**config.mk**
```make
export PLATFORM = sky130hd
export DESIGN_NAME = nasti_slice
export DESIGN_NICKNAME = d
export VERILOG_FILES = /design/src/rtl/nasti_slice.sv
export SDC_FILE = /design/constraint.sdc
export NUM_CORES = 1
export LEC_CHECK = 0
export CORE_AREA = 2 2 138 140
export CTS_BUF_LIST = sky130_fd_sc_hd__clkbuf_16
export CTS_CLUSTER_DIAMETER = 80
export CTS_CLUSTER_SIZE = 14
export DETAILED_ROUTE_END_ITERATION = 6
export DIE_AREA = 0 0 140 142
export PLACE_DENSITY = 0.78
export SLEW_MARGIN = 10
export SYNTH_ARGS = -nofsm -noshare
export SYNTH_HDL_FRONTEND = slang
export SYNTH_SLANG_ARGS = --single-unit
```
**constraint.sdc**
```tcl
create_clock -name clk -period 4.9 [get_ports clk]
set_clock_uncertainty 0.1 [all_clocks]
set_input_delay 0.735 -clock clk [delete_from_list [all_inputs] [get_ports clk]]
set_output_delay 0.735 -clock clk [all_outputs]
set_load 0.05 [all_outputs]
```
**src/rtl/nasti_slice.sv**
```systemverilog
// Full-throughput register slice for one NASTI port. Each of the five channels
// is an independent two-entry skid buffer, or a plain wire when not sliced.

module nasti_slice_chan #(
    parameter int WIDTH = 8
) (
    input  logic             clk,
    input  logic             rst,
    input  logic             src_valid,
    output logic             src_ready,
    input  logic [WIDTH-1:0] src_data,
    output logic             sink_valid,
    input  logic             sink_ready,
    output logic [WIDTH-1:0] sink_data
);
    typedef enum logic [1:0] {EMPTY = 2'd0, ONE = 2'd1, TWO = 2'd2} state_t;

    state_t           state_q, state_d;
    logic             ready_q, ready_d;
    logic [WIDTH-1:0] main_q, main_d;
    logic [WIDTH-1:0] skid_q, skid_d;
    logic             accept, pop;

    always_comb begin
        accept  = src_valid && ready_q;
        pop     = (state_q != EMPTY) && sink_ready;
        state_d = state_q;
        main_d  = main_q;
        skid_d  = skid_q;
        case (state_q)
            EMPTY: begin
                if (accept) begin
                    main_d  = src_data;
                    state_d = ONE;
                end
            end
            ONE: begin
                if (accept && !pop) begin
                    skid_d  = src_data;
                    state_d = TWO;
                end else if (accept && pop) begin
                    main_d  = src_data;
                end else if (pop) begin
                    state_d = EMPTY;
                end
            end
            TWO: begin
                // src_ready is low here, so only a pop can happen
                if (pop) begin
                    main_d  = skid_q;
                    state_d = ONE;
                end
            end
            default: state_d = EMPTY;
        endcase
        ready_d = (state_d != TWO);
    end

    always_ff @(posedge clk or posedge rst) begin
        if (rst) begin
            state_q <= EMPTY;
            ready_q <= 1'b0;
        end else begin
            state_q <= state_d;
            ready_q <= ready_d;
        end
    end

    // Payload storage carries no reset; valid is what qualifies it.
    always_ff @(posedge clk) begin
        main_q <= main_d;
        skid_q <= skid_d;
    end

    assign src_ready  = ready_q;
    assign sink_valid = (state_q != EMPTY);
    assign sink_data  = main_q;
endmodule

module nasti_slice #(
    parameter int ID_WIDTH   = 1,
    parameter int ADDR_WIDTH = 8,
    parameter int DATA_WIDTH = 8,
    parameter int USER_WIDTH = 1,
    parameter int AW_REG     = 1,
    parameter int W_REG      = 1,
    parameter int B_REG      = 1,
    parameter int AR_REG     = 1,
    parameter int R_REG      = 1
) (
    input  logic                    clk,
    input  logic                    rst,
    // upstream side
    input  logic                    s_aw_valid,
    output logic                    s_aw_ready,
    input  logic [ID_WIDTH-1:0]     s_aw_id,
    input  logic [ADDR_WIDTH-1:0]   s_aw_addr,
    input  logic [7:0]              s_aw_len,
    input  logic [2:0]              s_aw_size,
    input  logic [1:0]              s_aw_burst,
    input  logic                    s_aw_lock,
    input  logic [3:0]              s_aw_cache,
    input  logic [2:0]              s_aw_prot,
    input  logic [3:0]              s_aw_qos,
    input  logic [3:0]              s_aw_region,
    input  logic [USER_WIDTH-1:0]   s_aw_user,
    input  logic                    s_w_valid,
    output logic                    s_w_ready,
    input  logic [DATA_WIDTH-1:0]   s_w_data,
    input  logic [DATA_WIDTH/8-1:0] s_w_strb,
    input  logic                    s_w_last,
    input  logic [USER_WIDTH-1:0]   s_w_user,
    output logic                    s_b_valid,
    input  logic                    s_b_ready,
    output logic [ID_WIDTH-1:0]     s_b_id,
    output logic [1:0]              s_b_resp,
    output logic [USER_WIDTH-1:0]   s_b_user,
    input  logic                    s_ar_valid,
    output logic                    s_ar_ready,
    input  logic [ID_WIDTH-1:0]     s_ar_id,
    input  logic [ADDR_WIDTH-1:0]   s_ar_addr,
    input  logic [7:0]              s_ar_len,
    input  logic [2:0]              s_ar_size,
    input  logic [1:0]              s_ar_burst,
    input  logic                    s_ar_lock,
    input  logic [3:0]              s_ar_cache,
    input  logic [2:0]              s_ar_prot,
    input  logic [3:0]              s_ar_qos,
    input  logic [3:0]              s_ar_region,
    input  logic [USER_WIDTH-1:0]   s_ar_user,
    output logic                    s_r_valid,
    input  logic                    s_r_ready,
    output logic [ID_WIDTH-1:0]     s_r_id,
    output logic [DATA_WIDTH-1:0]   s_r_data,
    output logic [1:0]              s_r_resp,
    output logic                    s_r_last,
    output logic [USER_WIDTH-1:0]   s_r_user,
    // downstream side
    output logic                    m_aw_valid,
    input  logic                    m_aw_ready,
    output logic [ID_WIDTH-1:0]     m_aw_id,
    output logic [ADDR_WIDTH-1:0]   m_aw_addr,
    output logic [7:0]              m_aw_len,
    output logic [2:0]              m_aw_size,
    output logic [1:0]              m_aw_burst,
    output logic                    m_aw_lock,
    output logic [3:0]              m_aw_cache,
    output logic [2:0]              m_aw_prot,
    output logic [3:0]              m_aw_qos,
    output logic [3:0]              m_aw_region,
    output logic [USER_WIDTH-1:0]   m_aw_user,
    output logic                    m_w_valid,
    input  logic                    m_w_ready,
    output logic [DATA_WIDTH-1:0]   m_w_data,
    output logic [DATA_WIDTH/8-1:0] m_w_strb,
    output logic                    m_w_last,
    output logic [USER_WIDTH-1:0]   m_w_user,
    input  logic                    m_b_valid,
    output logic                    m_b_ready,
    input  logic [ID_WIDTH-1:0]     m_b_id,
    input  logic [1:0]              m_b_resp,
    input  logic [USER_WIDTH-1:0]   m_b_user,
    output logic                    m_ar_valid,
    input  logic                    m_ar_ready,
    output logic [ID_WIDTH-1:0]     m_ar_id,
    output logic [ADDR_WIDTH-1:0]   m_ar_addr,
    output logic [7:0]              m_ar_len,
    output logic [2:0]              m_ar_size,
    output logic [1:0]              m_ar_burst,
    output logic                    m_ar_lock,
    output logic [3:0]              m_ar_cache,
    output logic [2:0]              m_ar_prot,
    output logic [3:0]              m_ar_qos,
    output logic [3:0]              m_ar_region,
    output logic [USER_WIDTH-1:0]   m_ar_user,
    input  logic                    m_r_valid,
    output logic                    m_r_ready,
    input  logic [ID_WIDTH-1:0]     m_r_id,
    input  logic [DATA_WIDTH-1:0]   m_r_data,
    input  logic [1:0]              m_r_resp,
    input  logic                    m_r_last,
    input  logic [USER_WIDTH-1:0]   m_r_user
);
    localparam int AX_W = ID_WIDTH + ADDR_WIDTH + 29 + USER_WIDTH;
    localparam int W_W  = DATA_WIDTH + DATA_WIDTH / 8 + 1 + USER_WIDTH;
    localparam int B_W  = ID_WIDTH + 2 + USER_WIDTH;
    localparam int R_W  = ID_WIDTH + DATA_WIDTH + 3 + USER_WIDTH;

    logic [AX_W-1:0] aw_src, aw_sink, ar_src, ar_sink;
    logic [W_W-1:0]  w_src, w_sink;
    logic [B_W-1:0]  b_src, b_sink;
    logic [R_W-1:0]  r_src, r_sink;

    assign aw_src = {s_aw_id, s_aw_addr, s_aw_len, s_aw_size, s_aw_burst, s_aw_lock,
                     s_aw_cache, s_aw_prot, s_aw_qos, s_aw_region, s_aw_user};
    assign {m_aw_id, m_aw_addr, m_aw_len, m_aw_size, m_aw_burst, m_aw_lock,
            m_aw_cache, m_aw_prot, m_aw_qos, m_aw_region, m_aw_user} = aw_sink;
    assign ar_src = {s_ar_id, s_ar_addr, s_ar_len, s_ar_size, s_ar_burst, s_ar_lock,
                     s_ar_cache, s_ar_prot, s_ar_qos, s_ar_region, s_ar_user};
    assign {m_ar_id, m_ar_addr, m_ar_len, m_ar_size, m_ar_burst, m_ar_lock,
            m_ar_cache, m_ar_prot, m_ar_qos, m_ar_region, m_ar_user} = ar_sink;
    assign w_src = {s_w_data, s_w_strb, s_w_last, s_w_user};
    assign {m_w_data, m_w_strb, m_w_last, m_w_user} = w_sink;
    // B and R flow from the downstream side back to the upstream side
    assign b_src = {m_b_id, m_b_resp, m_b_user};
    assign {s_b_id, s_b_resp, s_b_user} = b_sink;
    assign r_src = {m_r_id, m_r_data, m_r_resp, m_r_last, m_r_user};
    assign {s_r_id, s_r_data, s_r_resp, s_r_last, s_r_user} = r_sink;

    generate
        if (AW_REG != 0) begin : g_aw
            nasti_slice_chan #(.WIDTH(AX_W)) u_chan (
                .clk(clk), .rst(rst),
                .src_valid(s_aw_valid), .src_ready(s_aw_ready), .src_data(aw_src),
                .sink_valid(m_aw_valid), .sink_ready(m_aw_ready), .sink_data(aw_sink));
        end else begin : g_aw_wire
            assign m_aw_valid = s_aw_valid;
            assign s_aw_ready = m_aw_ready;
            assign aw_sink    = aw_src;
        end

        if (W_REG != 0) begin : g_w
            nasti_slice_chan #(.WIDTH(W_W)) u_chan (
                .clk(clk), .rst(rst),
                .src_valid(s_w_valid), .src_ready(s_w_ready), .src_data(w_src),
                .sink_valid(m_w_valid), .sink_ready(m_w_ready), .sink_data(w_sink));
        end else begin : g_w_wire
            assign m_w_valid = s_w_valid;
            assign s_w_ready = m_w_ready;
            assign w_sink    = w_src;
        end

        if (B_REG != 0) begin : g_b
            nasti_slice_chan #(.WIDTH(B_W)) u_chan (
                .clk(clk), .rst(rst),
                .src_valid(m_b_valid), .src_ready(m_b_ready), .src_data(b_src),
                .sink_valid(s_b_valid), .sink_ready(s_b_ready), .sink_data(b_sink));
        end else begin : g_b_wire
            assign s_b_valid = m_b_valid;
            assign m_b_ready = s_b_ready;
            assign b_sink    = b_src;
        end

        if (AR_REG != 0) begin : g_ar
            nasti_slice_chan #(.WIDTH(AX_W)) u_chan (
                .clk(clk), .rst(rst),
                .src_valid(s_ar_valid), .src_ready(s_ar_ready), .src_data(ar_src),
                .sink_valid(m_ar_valid), .sink_ready(m_ar_ready), .sink_data(ar_sink));
        end else begin : g_ar_wire
            assign m_ar_valid = s_ar_valid;
            assign s_ar_ready = m_ar_ready;
            assign ar_sink    = ar_src;
        end

        if (R_REG != 0) begin : g_r
            nasti_slice_chan #(.WIDTH(R_W)) u_chan (
                .clk(clk), .rst(rst),
                .src_valid(m_r_valid), .src_ready(m_r_ready), .src_data(r_src),
                .sink_valid(s_r_valid), .sink_ready(s_r_ready), .sink_data(r_sink));
        end else begin : g_r_wire
            assign s_r_valid = m_r_valid;
            assign m_r_ready = s_r_ready;
            assign r_sink    = r_src;
        end
    endgenerate
endmodule

```
# --- Word level (Yosys, flattened, before mapping) ---
# Index checks and enable logic that the tools add are counted.
word_totals:
  regBits: 227
  output_inout_bits: 116
op_classes:
  n_eq_ne: 35
  muxes: 55
  reduce_logical: 50
op_table:
  columns: ["operator", "count"]
  rows:
  - ["39-bit two-way mux", 8]
  - ["39-bit case mux with 3 select lines", 2]
  - ["13-bit two-way mux", 4]
  - ["2-bit two-way mux", 25]
  - ["11-bit two-way mux", 4]
  - ["13-bit case mux with 3 select lines", 1]
  - ["11-bit case mux with 3 select lines", 1]
  - ["2-bit by 1-bit != test with 1-bit output, second input constant", 15]
  - ["2-bit case mux with 3 select lines", 5]
  - ["5-bit AND reduction", 5]
  - ["1-bit logical AND", 20]
  - ["2-bit != test, second input constant", 10]
  - ["4-bit two-way mux", 4]
  - ["3-bit nonzero test", 5]
  - ["4-bit case mux with 3 select lines", 1]
  - ["2-bit by 1-bit equality test with 1-bit output, second input constant", 5]
  - ["2-bit equality test, second input constant", 5]
  - ["2-bit logical NOT", 5]
  - ["2-bit AND reduction", 5]
  - ["2-bit nonzero test", 5]
  - ["1-bit logical NOT", 5]

# --- Longest topological paths before layout ---
logic_depth:
  ltp_word: 7
  depth_mapped: 5
  mapped_depth_nobuf: 3

# --- Modules after synthesis ---
# From an unflattened synthesis, not the netlist that was laid out.
hier_totals:
  cells_unflattened: 589
  hier_area_um2: 8728.4
modules_own_cells:
  columns: ["mod", "instances", "cells_each", "area_per_inst_um2"]
  rows:
  - ["nasti_slice_chan (g_ar.u_chan ...)", 2, 223, 3021.6]
  - ["nasti_slice_chan (g_r.u_chan)", 1, 59, 1172.4]
  - ["nasti_slice_chan (g_w.u_chan)", 1, 53, 1019.7]
  - ["nasti_slice_chan (g_b.u_chan)", 1, 31, 493.0]

# --- Worst setup path after synthesis ---
# No wires, ideal clock.
synth_timing:
  kind: "in2reg"
  from: "input port s_aw_valid"
  to: "register g_aw.u_chan.main_q[0], in the netlist g_aw.u_chan.sink_data[0] (enable)"
  setup_ns: 0.494
  arrival_ns: 3.833
  required_ns: 4.306
  slack_ns: 0.473
  stages: 2
  cell_sequence: "nand2_1 o31ai_1"
synth_between:
  elab_chain_len: 4
  word_cells_on_any_way: 7
  cone_classes: "eq/ne: 3; reduce/logical: 4"
synth_rtl:
  columns: ["element", "line", "rtl"]
  rows:
  - ["start: declaration", "94", "input logic s_aw_valid,"]
  - ["1-bit logical AND (*)", "25", "accept = src_valid && ready_q;"]
  - ["1-bit logical AND, on equally long branches", "38, 41", null]
  - ["2-bit != test (no source line) or 2-bit by 1-bit != test with 1-bit output (tied branches)", null, null]
  - ["5-bit AND reduction (no source line) (*)", null, null]
  - ["end signal: assignment", "71", "main_q <= main_d;"]
  - ["end: declaration", "20", "logic [WIDTH-1:0] main_q, main_d;"]
# Mark *: on every way between the ends. The rest lies on a longest branch, timed or not.
# A chain may end at the register's enable or synchronous reset.

# --- Worst setup path after layout ---
layout_timing:
  from: "register g_r.u_chan.state_q[1]"
  to: "output port s_r_valid"
layout_between:
  elab_chain_len: 1
layout_rtl:
  columns: ["element", "line", "rtl"]
  rows:
  - ["start: declaration", "18", "state_t state_q, state_d;"]
  - ["start signal: assignment", "64", "state_q <= state_d;"]
  - ["2-bit nonzero test", "76", "assign sink_valid = (state_q != EMPTY);"]
  - ["end: declaration", "131", "output logic s_r_valid,"]
# No other way between the ends.

==> results.yml <==
outcome:
  status: "finished, violations left"
  violations: "DRC"
timing:
  fin_crit_sh_pct: 59.26
  fin_crit_ns: 2.904
  report.final.hold_viol_count: 0
  worst_pin_slew_ns: 1.014
  slew_viol_final: 0
  final.setup.worst_slack_ns: 1.996
  whs_ns: 0.4365
  slew_headroom_pct: 32.11
  fmax_mhz: 344.4
  setup_viol: 0
  tns_ns: 0
  grt_setup_unrepaired: "no"
worst_setup_path:
  end_kind: "primary output"
  worstPathMaxFanout: 9
  critPathArrivalTime_ns: 2.07
  worstSetupStartpointType: "flip-flop"
  cp_data_required_time_ns: 4.07
  critPathKind: "reg -> out"
yosys:
  synth_top_area_share_pct: 73.38
  ys_ff_latch: 227
  ys.warnings.count: 0
  yosys.area.top_type: "edfxtp_1"
  syn-cell-area_um2: 8676
  ys_seq_area_share_pct: 77.70
  synth_area_leaders: "edfxtp_1 73%, mux2_2 8.7%, mux2_4 6.7%"
  postSynthAreaPerCell_um2: 20.81
  syn-num-nets: 535
  synthCells: 417
  ys_types: 26
cells_and_area:
  finalNonFillerCells: 914
  layout_common_cells: "233 x clkdlybuf4s50_1, 212 x edfxtp_1, 67 x mux2_2"
  areaGrowthSynthToFinish_pct: 36.92
  nFillCells: 1245
  multi_input_area_um2: 1836
  drive_gt1_share_pct: 22.21
  utilization_pct: 64.37
  regArea_um2: 6741
  layout.nets: 784
  final_common_cell: "clkdlybuf4s50_1"
  diodes: 0
  final_area_um2: 11880
routing:
  wl_um: 18120
  vias_per_cell: 5.115
  ant_nets: 0
  wire_per_inst_um: 19.82
  route.detailed.drc: 17
  drt-initial-drc-count: 238
  vias: 4675
  dr.pass1.iters: 7
worst_hold_path:
  hold_path.class: "reg -> reg"
job:
  drv_cap: 0
global_route:
  grt_max_degree: 41
  grt_pass1_wl_um: 27330
  grt_overflow: 0
  antenna_found_initial: 0
  grt_use_total_pct: 17.70
  grt_pass1_vias: 4873
cts:
  numCtsBuffers: 20
  root_buffer: "clkbuf_16"
  path_clk_slew_ns: 0.07
  postCtsHoldBufs: 0
  clk_latency_ns: 0.49
  cts_setup_buffers: 0
  clock_sinks: 227
  clockBufferDepth: 3
  htreeDepth: 1
  tritoncts: "built"
  cts_resized: 0
power:
  vdd_drop_max_mv: 0.2947
  p_total_mw: 6.012
  p_leak_nw: 4.326
  powerDensity_nw_per_um2: 506.1
floorplan:
  fp.dieArea_um2: 19880
  start_util_pct: 47.01
  fp.dieH_um: 142
  io_pins: 234
  die_x_um: 140
  core_um2: 18460
  rows: 50
place:
  post-place-ws_ns: 1.749
  dpl.cell_count: 878
  port_buffers: 233
  dpl_cell_area_um2: 11280
  post-dp-hpwl_um: 12510
  gp_congestion: 0.8720
power breakdown:
group	switching (mW)	internal, mW
Clock	0.666	0.775
Sequential	0.132	2.54
Combinational	1.21	0.691
Total	2.00	4.01
cells in the mapped netlist:
| cell | number |
|---|---|
| buf_4 | 7 |
| nor2b_1 | 4 |
| mux2i_1 | 4 |
| nand3b_1 | 5 |
| dfrtp_1 | 15 |
| o21ai_0 | 1 |
| nor3b_1 | 4 |
| o22ai_1 | 4 |
| a21o_1 | 5 |
| edfxtp_1 | 212 |
| nand2_1 | 10 |
| buf_2 | 2 |
| xnor2_1 | 1 |
| mux2_2 | 67 |
| nand2b_1 | 2 |
| nand2b_4 | 2 |
| or2_2 | 5 |
| buf_6 | 5 |
| mux2_4 | 39 |
| o31ai_1 | 4 |
| nand2b_2 | 2 |
| or3b_2 | 1 |
| nor3_1 | 1 |
| nand4b_1 | 5 |
| inv_1 | 6 |
| o21a_1 | 4 |
worst max-delay path, stage by stage (launching register included):
cell	delay (ns)
dfrtp_1	0.52
or2_2	0.35
clkdlybuf4s50_1	0.70
logic make-up after synthesis:
kind of cell           after synthesis  share of synthesized area, %
AND/OR/NAND/NOR                     41                         3.187
multiplexers                       110                         15.91
buffers and inverters               20                         1.630
XOR/XNOR                             1                        0.1010
flip-flops                         227                         77.70
AO/OA/AOI/OAI                       18                         1.471
path summary, 6_finish.rpt:
| path | from | endpoint | slack [ns] | depth (start not counted) |
|---|---|---|---|---|
| setup / recovery | g_r.u_chan.state_q[1] | s_r_valid | 2.00 | 2 |
| hold / removal | g_r.u_chan.skid_q[10] | g_r.u_chan.sink_data[10] | 0.44 | 1 |
| setup reg to reg | g_aw.u_chan.state_q[0] | g_aw.u_chan.sink_data[1] | 2.63 | 3 |
| hold reg to reg | g_r.u_chan.skid_q[10] | g_r.u_chan.sink_data[10] | 0.44 | 1 |
| max in group asynchronous | rst | g_aw.u_chan.state_q[0] | 3.71 | 2 |
| min in group asynchronous | rst | g_ar.u_chan.state_q[1] | 0.54 | 2 |
state kept, by name, indices dropped and copies added (netlist names), 4 cells and up:
register,cells
g_ar.u_chan.sink_data,39
g_b.u_chan.skid_q,4
g_aw.u_chan.sink_data,39
g_w.u_chan.sink_data,11
g_aw.u_chan.skid_q,39
g_r.u_chan.sink_data,13
g_b.u_chan.sink_data,4
g_ar.u_chan.skid_q,39
g_w.u_chan.skid_q,11
g_r.u_chan.skid_q,13
final cells by class:
class / instances / area share, %
clock inverter: 15 / 0.5793
tap: 234 / 2.465
timing repair buffer: 241 / 20.14
multi-input combinational: 170 / 15.45
inverter: 6 / 0.1896
sequential: 227 / 56.75
clock buffer: 21 / 4.424
routing by layer:
metal  wire length [um]  track usage, %  vias up
met5                  0               0        -
met3               1316           4.509       37
met4                570           6.592        0
met2               8951           29.82      184
met1               7276           22.39     2322
li1                   -               -     2132
Note: power is estimated with default switching activity, not from simulation.
